**src/rtl/pll_lock_supervisor_if.sv**
```systemverilog
// Lock-status bundle between the PLL wrapper, the supervisor and downstream logic.
// The master side is the PLL/consumer end and the slave side is the supervisor.
interface pll_lock_supervisor_if;
  logic       locked;
  logic       sys_reset_n;
  logic       clk_en;
  logic       ready;
  logic [7:0] lock_lost_count;

  modport master (output locked, input sys_reset_n, clk_en, ready, lock_lost_count);
  modport slave  (input locked, output sys_reset_n, clk_en, ready, lock_lost_count);
endinterface

```
**src/rtl/pll_lock_supervisor.sv**
```systemverilog
// Qualifies PLL lock, sequences the downstream reset and generates the phi2 enable
// strobe from a phase accumulator while running. Lock-loss events are counted for debug.
module pll_lock_supervisor #(
  parameter int          STABLE_CYCLES = 1024,
  parameter int          RESET_HOLD    = 16,
  parameter int          ACC_WIDTH     = 24,
  parameter int unsigned PHASE_INC     = 333876
) (
  input  logic                  clock,
  input  logic                  reset_n,
  pll_lock_supervisor_if.slave  bus
);

  localparam int CNT_MAX = (STABLE_CYCLES > RESET_HOLD) ? STABLE_CYCLES : RESET_HOLD;
  localparam int CW      = $clog2(CNT_MAX + 1);
  localparam logic [CW-1:0]      Q_LAST = CW'(STABLE_CYCLES - 1);
  localparam logic [CW-1:0]      H_LAST = CW'(RESET_HOLD - 1);
  localparam logic [ACC_WIDTH:0] LP_INC = (ACC_WIDTH+1)'(PHASE_INC);

  typedef enum logic [1:0] {WAIT_LOCK, QUALIFY, HOLD, RUN} state_t;

  state_t               r_state, w_state_nxt;
  logic [1:0]           r_sync;
  logic [CW-1:0]        r_cnt, w_cnt_nxt;
  logic [ACC_WIDTH-1:0] r_acc, w_acc_nxt;
  logic [ACC_WIDTH:0]   w_sum;
  logic                 r_srn, r_rdy, r_en;
  logic                 w_run_nxt, w_en_nxt;
  logic [7:0]           r_lost, w_lost_nxt;
  logic                 w_lock_s;

  assign w_lock_s = r_sync[1];

  // State register, qualify/hold counter and the lock synchronizer.
  always_ff @(posedge clock or negedge reset_n) begin
    if (!reset_n) begin
      r_state <= WAIT_LOCK;
      r_cnt   <= '0;
      r_sync  <= '0;
    end else begin
      r_state <= w_state_nxt;
      r_cnt   <= w_cnt_nxt;
      r_sync  <= {r_sync[0], bus.locked};
    end
  end

  // Lock loss always wins over a terminal count.
  always_comb begin
    w_state_nxt = r_state;
    w_cnt_nxt   = '0;
    case (r_state)
      WAIT_LOCK: if (w_lock_s) w_state_nxt = QUALIFY;
      QUALIFY: begin
        if (!w_lock_s)             w_state_nxt = WAIT_LOCK;
        else if (r_cnt == Q_LAST)  w_state_nxt = HOLD;
        else                       w_cnt_nxt   = r_cnt + CW'(1);
      end
      HOLD: begin
        if (!w_lock_s)             w_state_nxt = WAIT_LOCK;
        else if (r_cnt == H_LAST)  w_state_nxt = RUN;
        else                       w_cnt_nxt   = r_cnt + CW'(1);
      end
      RUN:     if (!w_lock_s) w_state_nxt = WAIT_LOCK;
      default: w_state_nxt = WAIT_LOCK;
    endcase
  end

  // Next values of the registered outputs; the accumulator only advances between RUN cycles,
  // so the RUN entry edge clears it and the exit edge forces the strobe low.
  always_comb begin
    w_run_nxt  = (w_state_nxt == RUN);
    w_sum      = {1'b0, r_acc} + LP_INC;
    w_acc_nxt  = '0;
    w_en_nxt   = 1'b0;
    if (r_state == RUN && w_run_nxt) begin
      w_acc_nxt = w_sum[ACC_WIDTH-1:0];
      w_en_nxt  = w_sum[ACC_WIDTH];
    end
    w_lost_nxt = r_lost;
    if (r_state == RUN && !w_run_nxt && r_lost != 8'hFF) w_lost_nxt = r_lost + 8'd1;
  end

  always_ff @(posedge clock or negedge reset_n) begin
    if (!reset_n) begin
      r_srn  <= 1'b0;
      r_rdy  <= 1'b0;
      r_en   <= 1'b0;
      r_acc  <= '0;
      r_lost <= '0;
    end else begin
      r_srn  <= w_run_nxt;
      r_rdy  <= w_run_nxt;
      r_en   <= w_en_nxt;
      r_acc  <= w_acc_nxt;
      r_lost <= w_lost_nxt;
    end
  end

  assign bus.sys_reset_n     = r_srn;
  assign bus.ready           = r_rdy;
  assign bus.clk_en          = r_en;
  assign bus.lock_lost_count = r_lost;

endmodule
```
**src/flat_wrapper.sv**
```systemverilog
// flat-port wrapper written by rule: the top's interface ports become plain ports
module pll_lock_supervisor_flat 
#(
  parameter int          STABLE_CYCLES = 1024,
  parameter int          RESET_HOLD    = 16,
  parameter int          ACC_WIDTH     = 24,
  parameter int unsigned PHASE_INC     = 333876
)
  (clock, reset_n, bus_locked, bus_sys_reset_n, bus_clk_en, bus_ready, bus_lock_lost_count);
  pll_lock_supervisor_if bus_i ();
  input  logic clock;
  input  logic reset_n;
  input wire logic [$bits(bus_i.locked)-1:0] bus_locked;
  output wire logic [$bits(bus_i.sys_reset_n)-1:0] bus_sys_reset_n;
  output wire logic [$bits(bus_i.clk_en)-1:0] bus_clk_en;
  output wire logic [$bits(bus_i.ready)-1:0] bus_ready;
  output wire logic [$bits(bus_i.lock_lost_count)-1:0] bus_lock_lost_count;
  assign bus_i.locked = bus_locked;
  assign bus_sys_reset_n = bus_i.sys_reset_n;
  assign bus_clk_en = bus_i.clk_en;
  assign bus_ready = bus_i.ready;
  assign bus_lock_lost_count = bus_i.lock_lost_count;
  pll_lock_supervisor #(.STABLE_CYCLES(STABLE_CYCLES), .RESET_HOLD(RESET_HOLD), .ACC_WIDTH(ACC_WIDTH), .PHASE_INC(PHASE_INC)) u_core (.clock(clock), .reset_n(reset_n), .bus(bus_i));
endmodule
```
**config.mk**
```make
export PLATFORM = sky130hd
export DESIGN_NAME = pll_lock_supervisor_flat
export DESIGN_NICKNAME = d
export VERILOG_FILES = /design/src/rtl/pll_lock_supervisor_if.sv /design/src/rtl/pll_lock_supervisor.sv /design/src/flat_wrapper.sv
export SDC_FILE = /design/constraint.sdc
export NUM_CORES = 1
export LEC_CHECK = 0
export CORE_ASPECT_RATIO = 2
export CORE_MARGIN = 3
export CORE_UTILIZATION = 40
export DETAILED_ROUTE_END_ITERATION = 12
export PLACE_DENSITY = 0.61
export SLEW_MARGIN = 20
export SYNTH_ARGS = -nofsm -noshare
export SYNTH_HDL_FRONTEND = slang
export SYNTH_SLANG_ARGS = --single-unit
```
**constraint.sdc**
```tcl
create_clock -name clock -period 3.63 [get_ports clock]
set_input_delay 0.363 -clock clock [delete_from_list [all_inputs] [get_ports clock]]
set_output_delay 0.363 -clock clock [all_outputs]
set_load 0.05 [all_outputs]
```
==> results.md <==
- Gate count of the mapped netlist: 219
- Site Rows: 38
- Setup TNS: 0 ps
- Routed len/inst: 13.9 um
- Worst path required time: 3830 ps
- Peak VDD IR: 316 uV
- Syn nets: 229
- RSZ-0062 raised after global routing: false
- Layout Utilization: 0.471
- Hold-fix buffers, CTS: 0
- First-pass GRT wire length: 7270 um
- Clk Latency, worst-skew pair: 300 ps
- Crit Path Category: flop to flop
- Largest net degree at the start of global routing: 48
- # clock sinks: 47
- Slew HR: 0.612
- GR Overflow Total: 0
- # setup viols final: 0
- Iteration-0 DRC Markers: 27
- Routability cong.: 0.739
- CP Launch Type: flop
- Synthesized area: 2260 um^2
- Avg Cell Area, Syn: 10.3 um^2
- CTS Buf Count: 5
- HP Class: input port to async pin
- Final wirelength: 4120 um
- Starting Density: 0.416
- Via count: 1586
- Non-filler instance count after layout: 297
- CP endpoint kind: flop
- Register bit total from synthesis: 47
- Detail Placement HPWL: 2960 um
- Root Buffer: clkbuf_8
- Initial DRT Pass Iterations: 4
- N_diodes: 0
- Top cells by area, synth: dfrtp_1 52%, xnor2_1 6.2%, nor2_1 4.8%
- Placed cells: 289
- Slew Viols, Final: 0
- Port bufs: 13
- Routed Antenna Nets: 0
- Post-synth top cells: 47 x dfrtp_1, 29 x nor2_1, 16 x xnor2_1
- Area leader, netlist: dfrtp_1
- Number of synthesized flops with an enable pin: 0
- Average via count per standard cell: 5.34
- Slew @ Worst Pin: 582 ps
- Max frequency: 419 MHz
- Leak: 1.09 nW
- Share of the synthesized area in the top cell type: 0.521
- TritonCTS clock tree: done
- Arrival time worst endpoint: 2590 ps
- Pwr per Cell Area: 405 nW/um^2
- Netlist cell types: 43
- Global-route usage over all layers: 0.144
- Die ar.: 6630 um^2
- Area grow syn2layout: 13.2%
- Sequential area share after synthesis: 0.521
- Clock-pin slew on the worst setup and hold paths: 90 ps
- DRC Markers: 0
- Synth warnings: 0
- Outcome: complete, no violations
- Tcrit/Tclk final: 0.658
- Antenna violations before repair: 0
- Post-synth top flop: dfrtp_1
- Ratio of cells with drive above 1 in the final layout: 0.0844
- Final nets: 246
- CORE AREA: 5420 um^2
- Crit-path max FO: 23
- Post-CTS resize count: 0
- Die height: 112 um
- Final hold violations: 0
- Asr flop ratio synth: 1.00
- Clock skew: 7.56 ps
- Top-Level Pins: 14
- Post-CTS Repair Setup Buffers: 0
- Vias in the first global route: 1623
- Die width: 59.1 um
- Max-Cap Viols: 0
- H-tree depth: 2
- Most frequent cell after synthesis: dfrtp_1
- Clock Path Buffers: 2
- Final min period: 2390 ps
final timing paths:
path / cells past startpoint / slack [ps] / end / from
worst max-delay path: 6 / 1240 / u_core.bus.clk_en / u_core.r_cnt[0]
worst min-delay path: 1 / 60 / u_core.r_cnt[1] / reset_n
worst max register to register: 6 / 1240 / u_core.bus.clk_en / u_core.r_cnt[0]
worst min register to register: 0 / 370 / u_core.r_sync[1] / u_core.r_sync[0]
max in group asynchronous: 1 / 3170 / u_core.bus.lock_lost_count[0] / reset_n
min in group clock: 0 / 370 / u_core.r_sync[1] / u_core.r_sync[0]
registers in the layout, summed over array words and instances (netlist names):
name / flops
u_core.r_acc: 22
u_core.r_cnt: 11
u_core.bus.lock_lost_count: 8
u_core.r_state: 2
u_core.r_sync: 2
u_core.bus.clk_en: 1
u_core.bus.sys_reset_n: 1
cells in the final DEF (no fill, tap or decap), drive strengths merged, types with 3 or more instances in the layout:
master | Yosys | layout
dfrtp | 47 | 47
nor2 | 29 | 29
xnor2 | 16 | 16
nand3 | 16 | 16
a21oi | 15 | 15
nand2 | 12 | 12
clkdlybuf4s50 | 0 | 12
inv | 8 | 8
nand4 | 8 | 8
xor2 | 8 | 8
ha | 7 | 7
o21ai | 7 | 7
nor3 | 6 | 6
clkbuf | 1 | 6
and3 | 6 | 6
or3 | 6 | 6
a21o | 3 | 3
per-layer routing:
| metal | part of all wire | routed length (um) | GRT usage |
|---|---|---|---|
| met1 | 0.39 | 1590 | 0.150 |
| met2 | 0.57 | 2360 | 0.256 |
| met3 | 0.017 | 68 | 0.0345 |
| met4 | 0.024 | 99 | 0.0681 |
| met5 | 0 | 0 | 0 |
critical path, cell delays in order, from the launching register on:
cell	delay [ps]
dfrtp_1	400
ha_1	210
nand4_1	220
o31a_1	380
a21oi_2	270
nand3_2	420
nor4_1	390
layout make-up:
type                            instances  area, um^2
Timing Repair Buffer                   13         128
Tap cell                               60        75.1
Clock inverter                          2        35.0
Sequential cell                        47        1180
Inverter                                8        30.0
Fill cell                             544        2870
Clock buffer                            6        82.6
Multi-Input combinational cell        161        1030
through the flow:
step	total power [mW]	area (um^2)	setup slack (ps)	hold slack (ps)
2_1_floorplan	0.621	2260	1540	67.4
3_3_place_gp	0.652	2430	1290	348
3_5_place_dp	0.653	2430	1240	350
4_1_cts	1.05	2550	1230	259
5_1_grt	1.09	2550	983	84.4
6_report	1.04	2550	1240	56.2
power breakdown:
part / switching [mW] / total (mW) / leakage, nW / internal (mW)
Sequential: 0.0110 / 0.543 / 0.650 / 0.532
Clock: 0.170 / 0.393 / 0.0612 / 0.223
Combinational: 0.0623 / 0.0993 / 0.375 / 0.0370
Total: 0.244 / 1.04 / 1.09 / 0.792
kinds of logic (layout without fill, tap and decap cells):
| logic type | after synthesis | count (layout) | share of synthesized area |
|---|---|---|---|
| simple gates | 93 | 93 | 0.210 |
| flops | 47 | 47 | 0.521 |
| compound gates | 36 | 36 | 0.109 |
| xor+xnor | 24 | 24 | 0.0932 |
| buf+inv | 11 | 29 | 0.0233 |
| fa+ha+maj | 7 | 7 | 0.0388 |
| mux | 1 | 1 | 0.00499 |
Power figures use the tool's default switching activity.
